**config.mk**
```make
export PLATFORM = sky130hd
export DESIGN_NAME = matrix_pack_fifo_flat
export DESIGN_NICKNAME = d
export VERILOG_FILES = /design/src/rtl/matrix_pack_fifo_if.sv /design/src/rtl/matrix_pack_fifo.sv /design/src/flat_wrapper.sv
export SDC_FILE = /design/constraint.sdc
export NUM_CORES = 1
export LEC_CHECK = 0
export CORE_ASPECT_RATIO = 0.8
export CORE_MARGIN = 4
export CORE_UTILIZATION = 45
export DETAILED_ROUTE_END_ITERATION = 16
export GPL_TIMING_DRIVEN = 1
export PLACE_DENSITY = 0.75
export SKIP_CTS_REPAIR_TIMING = 1
export SLEW_MARGIN = 20
export SYNTH_ARGS = -nofsm -noshare
export SYNTH_HDL_FRONTEND = slang
export SYNTH_SLANG_ARGS = --single-unit
export TNS_END_PERCENT = 30
```
**constraint.sdc**
```tcl
create_clock -name clk_i -period 5.6 [get_ports clk_i]
set_input_delay 0.56 -clock clk_i [delete_from_list [all_inputs] [get_ports clk_i]]
set_output_delay 0.56 -clock clk_i [all_outputs]
set_load 0.1 [all_outputs]
```
**src/rtl/matrix_pack_fifo_if.sv**
```systemverilog
// matrix_pack_fifo_if: cell push/flush side and packed-word pop side of the pack FIFO.
interface matrix_pack_fifo_if #(
    parameter int DataWidth = 64,
    parameter int CellWidth = 2,
    parameter int Depth = 4
);
    localparam int CellsPerWord = DataWidth / CellWidth;
    logic [CellWidth-1:0] data_i;
    logic push_i;
    logic flush_i;
    logic full_o;
    logic [DataWidth-1:0] data_o;
    logic [$clog2(CellsPerWord+1)-1:0] ncells_o;
    logic valid_o;
    logic pop_i;
    logic [$clog2(Depth+1)-1:0] count_o;
    modport master (
        output data_i, push_i, flush_i, pop_i,
        input full_o, data_o, ncells_o, valid_o, count_o
    );
    modport slave (
        input data_i, push_i, flush_i, pop_i,
        output full_o, data_o, ncells_o, valid_o, count_o
    );
endinterface

```
**src/rtl/matrix_pack_fifo.sv**
```systemverilog
// matrix_pack_fifo: packs ternary cells LSB-first into words and queues them with a valid-cell count.
module matrix_pack_fifo #(
    parameter int DataWidth = 64,
    parameter int CellWidth = 2,
    parameter int Depth = 4
) (
    input logic clk_i,
    input logic rst_i,
    matrix_pack_fifo_if.slave bus
);
    localparam int CellsPerWord = DataWidth / CellWidth;
    localparam int IW = $clog2(CellsPerWord);
    localparam int NW = $clog2(CellsPerWord + 1);
    localparam int PW = $clog2(Depth);
    localparam int CW = $clog2(Depth + 1);

    logic [IW-1:0] r_idx;
    logic [DataWidth-1:0] r_pack;
    logic [DataWidth-1:0] r_mem [Depth];
    logic [NW-1:0] r_ncnt [Depth];
    logic [PW-1:0] r_rd, r_wr;
    logic [CW-1:0] r_count;

    logic w_full, w_push, w_flush, w_last, w_enq, w_pop;
    logic [DataWidth-1:0] w_cell, w_word;
    logic [NW-1:0] w_n;

    // Flags come only from the registered count, so a same-cycle pop never unblocks a push.
    assign w_full = r_count == CW'(Depth);
    assign w_push = bus.push_i && !w_full;
    assign w_flush = bus.flush_i && !w_full;
    assign w_pop = bus.pop_i && r_count != '0;
    assign w_cell = {{(DataWidth-CellWidth){1'b0}}, bus.data_i} << (r_idx * CellWidth);
    assign w_word = w_push ? (r_pack | w_cell) : r_pack;
    assign w_last = w_push && r_idx == IW'(CellsPerWord - 1);
    assign w_enq = w_last || (w_flush && (r_idx != '0 || w_push));
    assign w_n = NW'(r_idx) + NW'(w_push);

    always_ff @(posedge clk_i) begin
        if (rst_i) begin
            r_idx <= '0;
            r_pack <= '0;
            r_rd <= '0;
            r_wr <= '0;
            r_count <= '0;
            for (int i = 0; i < Depth; i++) begin
                r_mem[i] <= '0;
                r_ncnt[i] <= '0;
            end
        end else begin
            if (w_enq) begin
                r_mem[r_wr] <= w_word;
                r_ncnt[r_wr] <= w_n;
                r_wr <= r_wr + 1'b1;
                r_idx <= '0;
                r_pack <= '0;
            end else if (w_push) begin
                r_idx <= r_idx + 1'b1;
                r_pack <= w_word;
            end
            if (w_pop)
                r_rd <= r_rd + 1'b1;
            r_count <= r_count + CW'(w_enq) - CW'(w_pop);
        end
    end

    assign bus.full_o = w_full;
    assign bus.valid_o = r_count != '0;
    assign bus.count_o = r_count;
    assign bus.data_o = r_mem[r_rd];
    assign bus.ncells_o = r_ncnt[r_rd];
endmodule

```
**src/flat_wrapper.sv**
```systemverilog
// flat-port wrapper written by rule: the top's interface ports become plain ports
module matrix_pack_fifo_flat 
#(
    parameter int DataWidth = 64,
    parameter int CellWidth = 2,
    parameter int Depth = 4
)
  (clk_i, rst_i, bus_data_i, bus_push_i, bus_flush_i, bus_pop_i, bus_full_o, bus_data_o, bus_ncells_o, bus_valid_o, bus_count_o);
  matrix_pack_fifo_if #(.DataWidth(DataWidth), .CellWidth(CellWidth), .Depth(Depth)) bus_i ();
  input logic clk_i;
  input logic rst_i;
  input wire logic [$bits(bus_i.data_i)-1:0] bus_data_i;
  input wire logic [$bits(bus_i.push_i)-1:0] bus_push_i;
  input wire logic [$bits(bus_i.flush_i)-1:0] bus_flush_i;
  input wire logic [$bits(bus_i.pop_i)-1:0] bus_pop_i;
  output wire logic [$bits(bus_i.full_o)-1:0] bus_full_o;
  output wire logic [$bits(bus_i.data_o)-1:0] bus_data_o;
  output wire logic [$bits(bus_i.ncells_o)-1:0] bus_ncells_o;
  output wire logic [$bits(bus_i.valid_o)-1:0] bus_valid_o;
  output wire logic [$bits(bus_i.count_o)-1:0] bus_count_o;
  assign bus_i.data_i = bus_data_i;
  assign bus_i.push_i = bus_push_i;
  assign bus_i.flush_i = bus_flush_i;
  assign bus_i.pop_i = bus_pop_i;
  assign bus_full_o = bus_i.full_o;
  assign bus_data_o = bus_i.data_o;
  assign bus_ncells_o = bus_i.ncells_o;
  assign bus_valid_o = bus_i.valid_o;
  assign bus_count_o = bus_i.count_o;
  matrix_pack_fifo #(.DataWidth(DataWidth), .CellWidth(CellWidth), .Depth(Depth)) u_core (.clk_i(clk_i), .rst_i(rst_i), .bus(bus_i));
endmodule
```
======== After elaboration in Yosys (flattened, before gate mapping) ========
Memories as Yosys holds them, arrays and structs flattened. A register that Yosys moved wholly into a read port is not among the register bits.
Cells that the tools add are included.
storage, ports and cells
  bits in writable memories ............... 280
  input port bits ......................... 7
  ROM bits ................................ 0
  bits in latches ......................... 0
  word-level logic and storage cells ...... 46
  memories kept ........................... 2
  bits in registers ....................... 76
cells by class
  shift operators ......................... 1
  mux-type cells .......................... 16
  $mul .................................... 0
  $add $sub $neg .......................... 6
  $lt $le $gt $ge ......................... 0
  reductions and logical operators ........ 13
  equal/unequal tests ..................... 2
  divide/modulo/power cells ............... 0
  bitwise logic cells ..................... 1
memory list
  memory         depth  width  rd ports  clocked after Yosys merged registers in  write ports  RTL line                source
  u_core.r_mem   4      64     1         1                                        4            matrix_pack_fifo.sv:19  logic [DataWidth-1:0] r_mem [Depth];
  u_core.r_ncnt  4      6      1         1                                        4            matrix_pack_fifo.sv:20  logic [NW-1:0] r_ncnt [Depth];
operator list
  kind                                          number
  two-way mux 64 bit                            2
  OR 64 bit                                     1
  OR reduction 64 bit                           1
  left shift 2 x 6 -> 64 bit                    1
  two-way mux 2 bit                             6
  two-way mux 1 bit                             7
  adder 5 x 1 -> 6 bit                          1
  two-way mux 6 bit                             1
  OR reduction 6 bit                            1
  adder 5 x 1 -> 5 bit (second input constant)  1
  == test 5 bit (second input constant)         1
  logical AND 1 bit                             5
  nonzero test 5 bit                            1
  adder 2 x 1 -> 2 bit (second input constant)  2
  adder 3 x 1 -> 3 bit                          1
  == test 3 bit (second input constant)         1
  nonzero test 3 bit                            1
  subtractor 3 x 1 -> 3 bit                     1
  logical OR 1 bit                              2
  OR reduction 2 bit                            1
  logical NOT 1 bit                             1

======== Logic depth before layout (Yosys ltp) ========
  depth after elaboration ................. 11
  depth in mapped cells ................... 10
  mapped depth without buffers ............ 10

======== Worst setup path before layout ========
Ideal clock, no wire load.
  path kind ............................... register to register
  start ................................... register u_core.r_count[1], in the netlist u_core.bus.count_o[1]
  end ..................................... memory u_core.r_mem[1][0], enable pin
  data arrival time ....................... 4.143 ns
  period minus slack after synthesis ...... 4.573 ns
  stages on the path, launching flop included .. 9
  path slack .............................. 1.027 ns
  setup time .............................. 0.430 ns
  path through ............................ dfxtp_1 or3b_4 inv_4 a2111o_1 buf_2 or3b_1 buf_6 buf_6 nand2_1
RTL lines
  item                      RTL line                source
  start: declaration        matrix_pack_fifo.sv:22  logic [CW-1:0] r_count;
  start signal: assignment  matrix_pack_fifo.sv:63  r_count <= r_count + CW'(w_enq) - CW'(w_pop);
  end: declaration          matrix_pack_fifo.sv:19

==> impl_results.rst <==
.. list-table::
   :header-rows: 1

   * - Metric
     - Value
   * - ANT cells
     - 0
   * - Chip Height
     - 168 microns
   * - Clock-pin slew of the registers on the worst-case setup and hold paths
     - 0.06 ns
   * - Total number of clock tree sinks
     - 358
   * - Detailed-placement wirelength estimate
     - 18.6 mm
   * - Status
     - complete, no violations
   * - Number of enable flip-flop cells after synthesis
     - 280
   * - Post-synthesis instance area
     - 0.0144 sq mm
   * - Horiz. Die Dim
     - 208 microns
   * - Synth warn
     - 0
   * - Syn Nets
     - 1019
   * - Ports
     - 82
   * - Maximum count of clock buffers along a single path
     - 3
   * - Post-Synthesis Cells
     - 1004
   * - Global-route usage over all layers
     - 0.183
   * - Power density over the cells
     - 487 mW/mm^2
   * - Post-route DRC violation count
     - 0
   * - Total clock buffers created by CTS
     - 36
   * - Non-filler instance count after layout
     - 1516
   * - Maximum vdd drop
     - 0.345 mV
   * - Count of TritonRoute iterations in the first routing pass
     - 4
   * - Initial drt markers
     - 732
   * - Critical path start-end classification
     - register to primary output
   * - Standard cell core area
     - 0.0315 sq mm
   * - Cell row count
     - 58
   * - Sum of negative setup slack
     - 0 ns
   * - Netlist cell types
     - 35
   * - Vias post-DR
     - 8307
   * - CTS root buf
     - sky130_fd_sc_hd__clkbuf_16
   * - CP max FO
     - 43
   * - Clk_lat worst skew
     - 0.51 ns
   * - Final cell utilization of the core
     - 0.528
   * - Required time of the worst setup path
     - 5.04 ns
   * - Initial standard-cell utilization of the core
     - 0.457
   * - CTS tree
     - built
   * - Largest net degree at the start of global routing
     - 71
   * - Post-route ant nets
     - 0
   * - Nets@finish
     - 1085
   * - Max-cap violations
     - 0
   * - Launching element type of the critical path
     - register
   * - GRT overflow
     - 0
   * - Setup repair after global routing missed its margin
     - no
   * - Clock H-tree levels
     - 2
   * - Final worst path period share
     - 0.736
   * - Headroom to the max-slew limit
     - 0.303
   * - Worst setup EP type
     - primary output
   * - Async S/R FF share, synth
     - 0
   * - Arrival time at the worst endpoint
     - 3.56 ns
   * - Number of global-route vias before repair
     - 8487
   * - Total wire length
     - 32.2 mm
   * - Final weighted congestion in routability-driven placement
     - 0.800
   * - Number of hold-slack violations in the final timing report
     - 0
   * - Total die area
     - 0.0349 sq mm
   * - Max frequency
     - 243 MHz
   * - Synthesized area divided by synthesized cell count
     - 14.3 sq um
   * - Port bufs
     - 81
   * - Syn-to-layout area delta
     - 15.5%
   * - WL per Instance
     - 21.2 microns
   * - Largest stage delay, worst path
     - 0.99 ns
   * - # setup viols final
     - 0
   * - Actual slew at the worst max-slew pin
     - 1.05 ns
   * - Fraction of layout cells with a size suffix above 1
     - 0.203
   * - Crit path max-delay cell type
     - sky130_fd_sc_hd__clkdlybuf4s50_1
   * - Dpl cells
     - 1452
   * - Number of antenna violations at the first check in global routing
     - 1
   * - Sequential area share after synthesis
     - 0.693
   * - Total of flip-flops plus latches after synthesis
     - 358
   * - Crit path cell chain
     - buf_4 -> mux4_2 -> clkdlybuf4s50_1
   * - Class of the most critical hold timing path
     - register to register
   * - Cell leakage power
     - 5.42 nW
   * - Most instantiated flip-flop cell in the synthesis netlist
     - sky130_fd_sc_hd__edfxtp_1
   * - Global-route wire length before repair
     - 50.0 mm
   * - Final Critical Period
     - 4.12 ns
   * - Max-slew violation count
     - 0
   * - Setup Skew
     - 0.0241 ns
   * - Via density per instance
     - 5.48
==> through the flow <==
step           hold WS (ns)  worst slack, ns  power [mW]  instance area [sq um]
3_5_place_dp          0.502             1.48        5.92                  15500
6_report              0.514             1.48        8.10                  16600
2_1_floorplan         0.472             1.03        5.28                  14400
4_1_cts               0.515             1.41        8.16                  16600
3_3_place_gp          0.497             1.53        5.90                  15500
5_1_grt               0.543             1.28        8.36                  16600
==> cell usage after synthesis, types with 2 or more instances <==
master / instances / area, sq um
sky130_fd_sc_hd__nor2_1: 285 / 1070
sky130_fd_sc_hd__edfxtp_1: 280 / 8410
sky130_fd_sc_hd__dfxtp_1: 78 / 1560
sky130_fd_sc_hd__mux4_2: 70 / 1580
sky130_fd_sc_hd__nor2_2: 69 / 432
sky130_fd_sc_hd__a21oi_1: 68 / 340
sky130_fd_sc_hd__clkbuf_1: 19 / 71.3
sky130_fd_sc_hd__buf_1: 18 / 67.6
sky130_fd_sc_hd__buf_2: 18 / 90.1
sky130_fd_sc_hd__buf_6: 15 / 169
sky130_fd_sc_hd__nand2_1: 13 / 48.8
sky130_fd_sc_hd__and3_1: 11 / 68.8
sky130_fd_sc_hd__inv_1: 10 / 37.5
sky130_fd_sc_hd__ha_1: 7 / 87.6
sky130_fd_sc_hd__xnor2_1: 7 / 61.3
sky130_fd_sc_hd__nand3_1: 4 / 20.0
sky130_fd_sc_hd__nor4b_2: 4 / 60.1
sky130_fd_sc_hd__xor2_1: 4 / 35.0
sky130_fd_sc_hd__nor3b_1: 3 / 22.5
sky130_fd_sc_hd__nor2b_1: 2 / 12.5
sky130_fd_sc_hd__nor3_1: 2 / 10.0
sky130_fd_sc_hd__or2_2: 2 / 12.5
sky130_fd_sc_hd__or3_1: 2 / 12.5
sky130_fd_sc_hd__or3b_1: 2 / 17.5
==> layout by cell type, fill, tap and decap left out, types with 9 or more instances in the layout <==
cell and n:
sky130_fd_sc_hd__nand2_1 9, sky130_fd_sc_hd__edfxtp_1 280, sky130_fd_sc_hd__dfxtp_1 76, sky130_fd_sc_hd__nor2_2 69, sky130_fd_sc_hd__mux4_2 70, sky130_fd_sc_hd__inv_1 10, sky130_fd_sc_hd__nor2_1 285, sky130_fd_sc_hd__a21oi_1 68
sky130_fd_sc_hd__clkbuf_1 16, sky130_fd_sc_hd__clkdlybuf4s50_1 81, sky130_fd_sc_hd__clkbuf_16 37, sky130_fd_sc_hd__and3_1 11, sky130_fd_sc_hd__buf_4 16
==> routing by layer <==
metal	global-route usage	routed length (microns)	vias to the layer above
met5	0	16	-
met2	0.299	15600	278
met1	0.257	13900	4251
li1	-	-	3723
met3	0.0307	1910	53
met4	0.0551	840	2
==> path summary, 6_finish.rpt <==
kind                                        start                  end  slack, ns  cells past startpoint
worst min register to register  u_core.r_pack[63]    u_core.r_pack[63]       0.51                      2
worst max-delay path                     register       bus_data_o[14]       1.48                      3
worst max register to register    u_core.r_idx[1]  u_core.r_mem[0][21]       1.69                      9
worst min-delay path            u_core.r_pack[63]    u_core.r_pack[63]       0.51                      2
==> layout make-up <==
| cell class | instances | area (sq um) |
|---|---|---|
| tap | 420 | 526 |
| clock inverter | 7 | 60.1 |
| fill | 2566 | 14900 |
| sequential | 358 | 9970 |
| multi-input combinational | 564 | 4010 |
| clock buffer | 57 | 1040 |
| inverter | 11 | 43.8 |
| timing repair buffer | 99 | 971 |
==> flip-flops by register name (all words and copies together), names as in the netlist, named ones only <==
register,cells
u_core.r_pack,64
u_core.r_wr,2
u_core.r_ncnt,24
u_core.r_rd,2
u_core.r_mem,256
u_core.bus.count_o,3
u_core.r_idx,5
==> where the power goes <==
part	total, mW	switching [mW]	internal (mW)
logic	2.67	1.96	0.708
clock network	2.26	0.939	1.32
registers	3.17	0.165	3.01
total	8.10	3.07	5.04
==> logic make-up (layout without fill, tap and decap cells) <==
group | count (synthesis) | count (layout) | synth area share
mux | 70 | 70 | 0.110
flops | 358 | 358 | 0.693
xor+xnor | 11 | 11 | 0.00669
compound gates | 72 | 72 | 0.0262
buf+inv | 82 | 174 | 0.0312
simple gates | 403 | 403 | 0.126
fa+ha+maj | 8 | 8 | 0.00747
==> worst max-delay path: cells and delay by family, from the launching register on <==
family	cells	cell delay [ns]
muxes	1	0.61
DFF	1	0.98
buffers and inverters	2	1.45
Power figures use the tool's default switching activity.
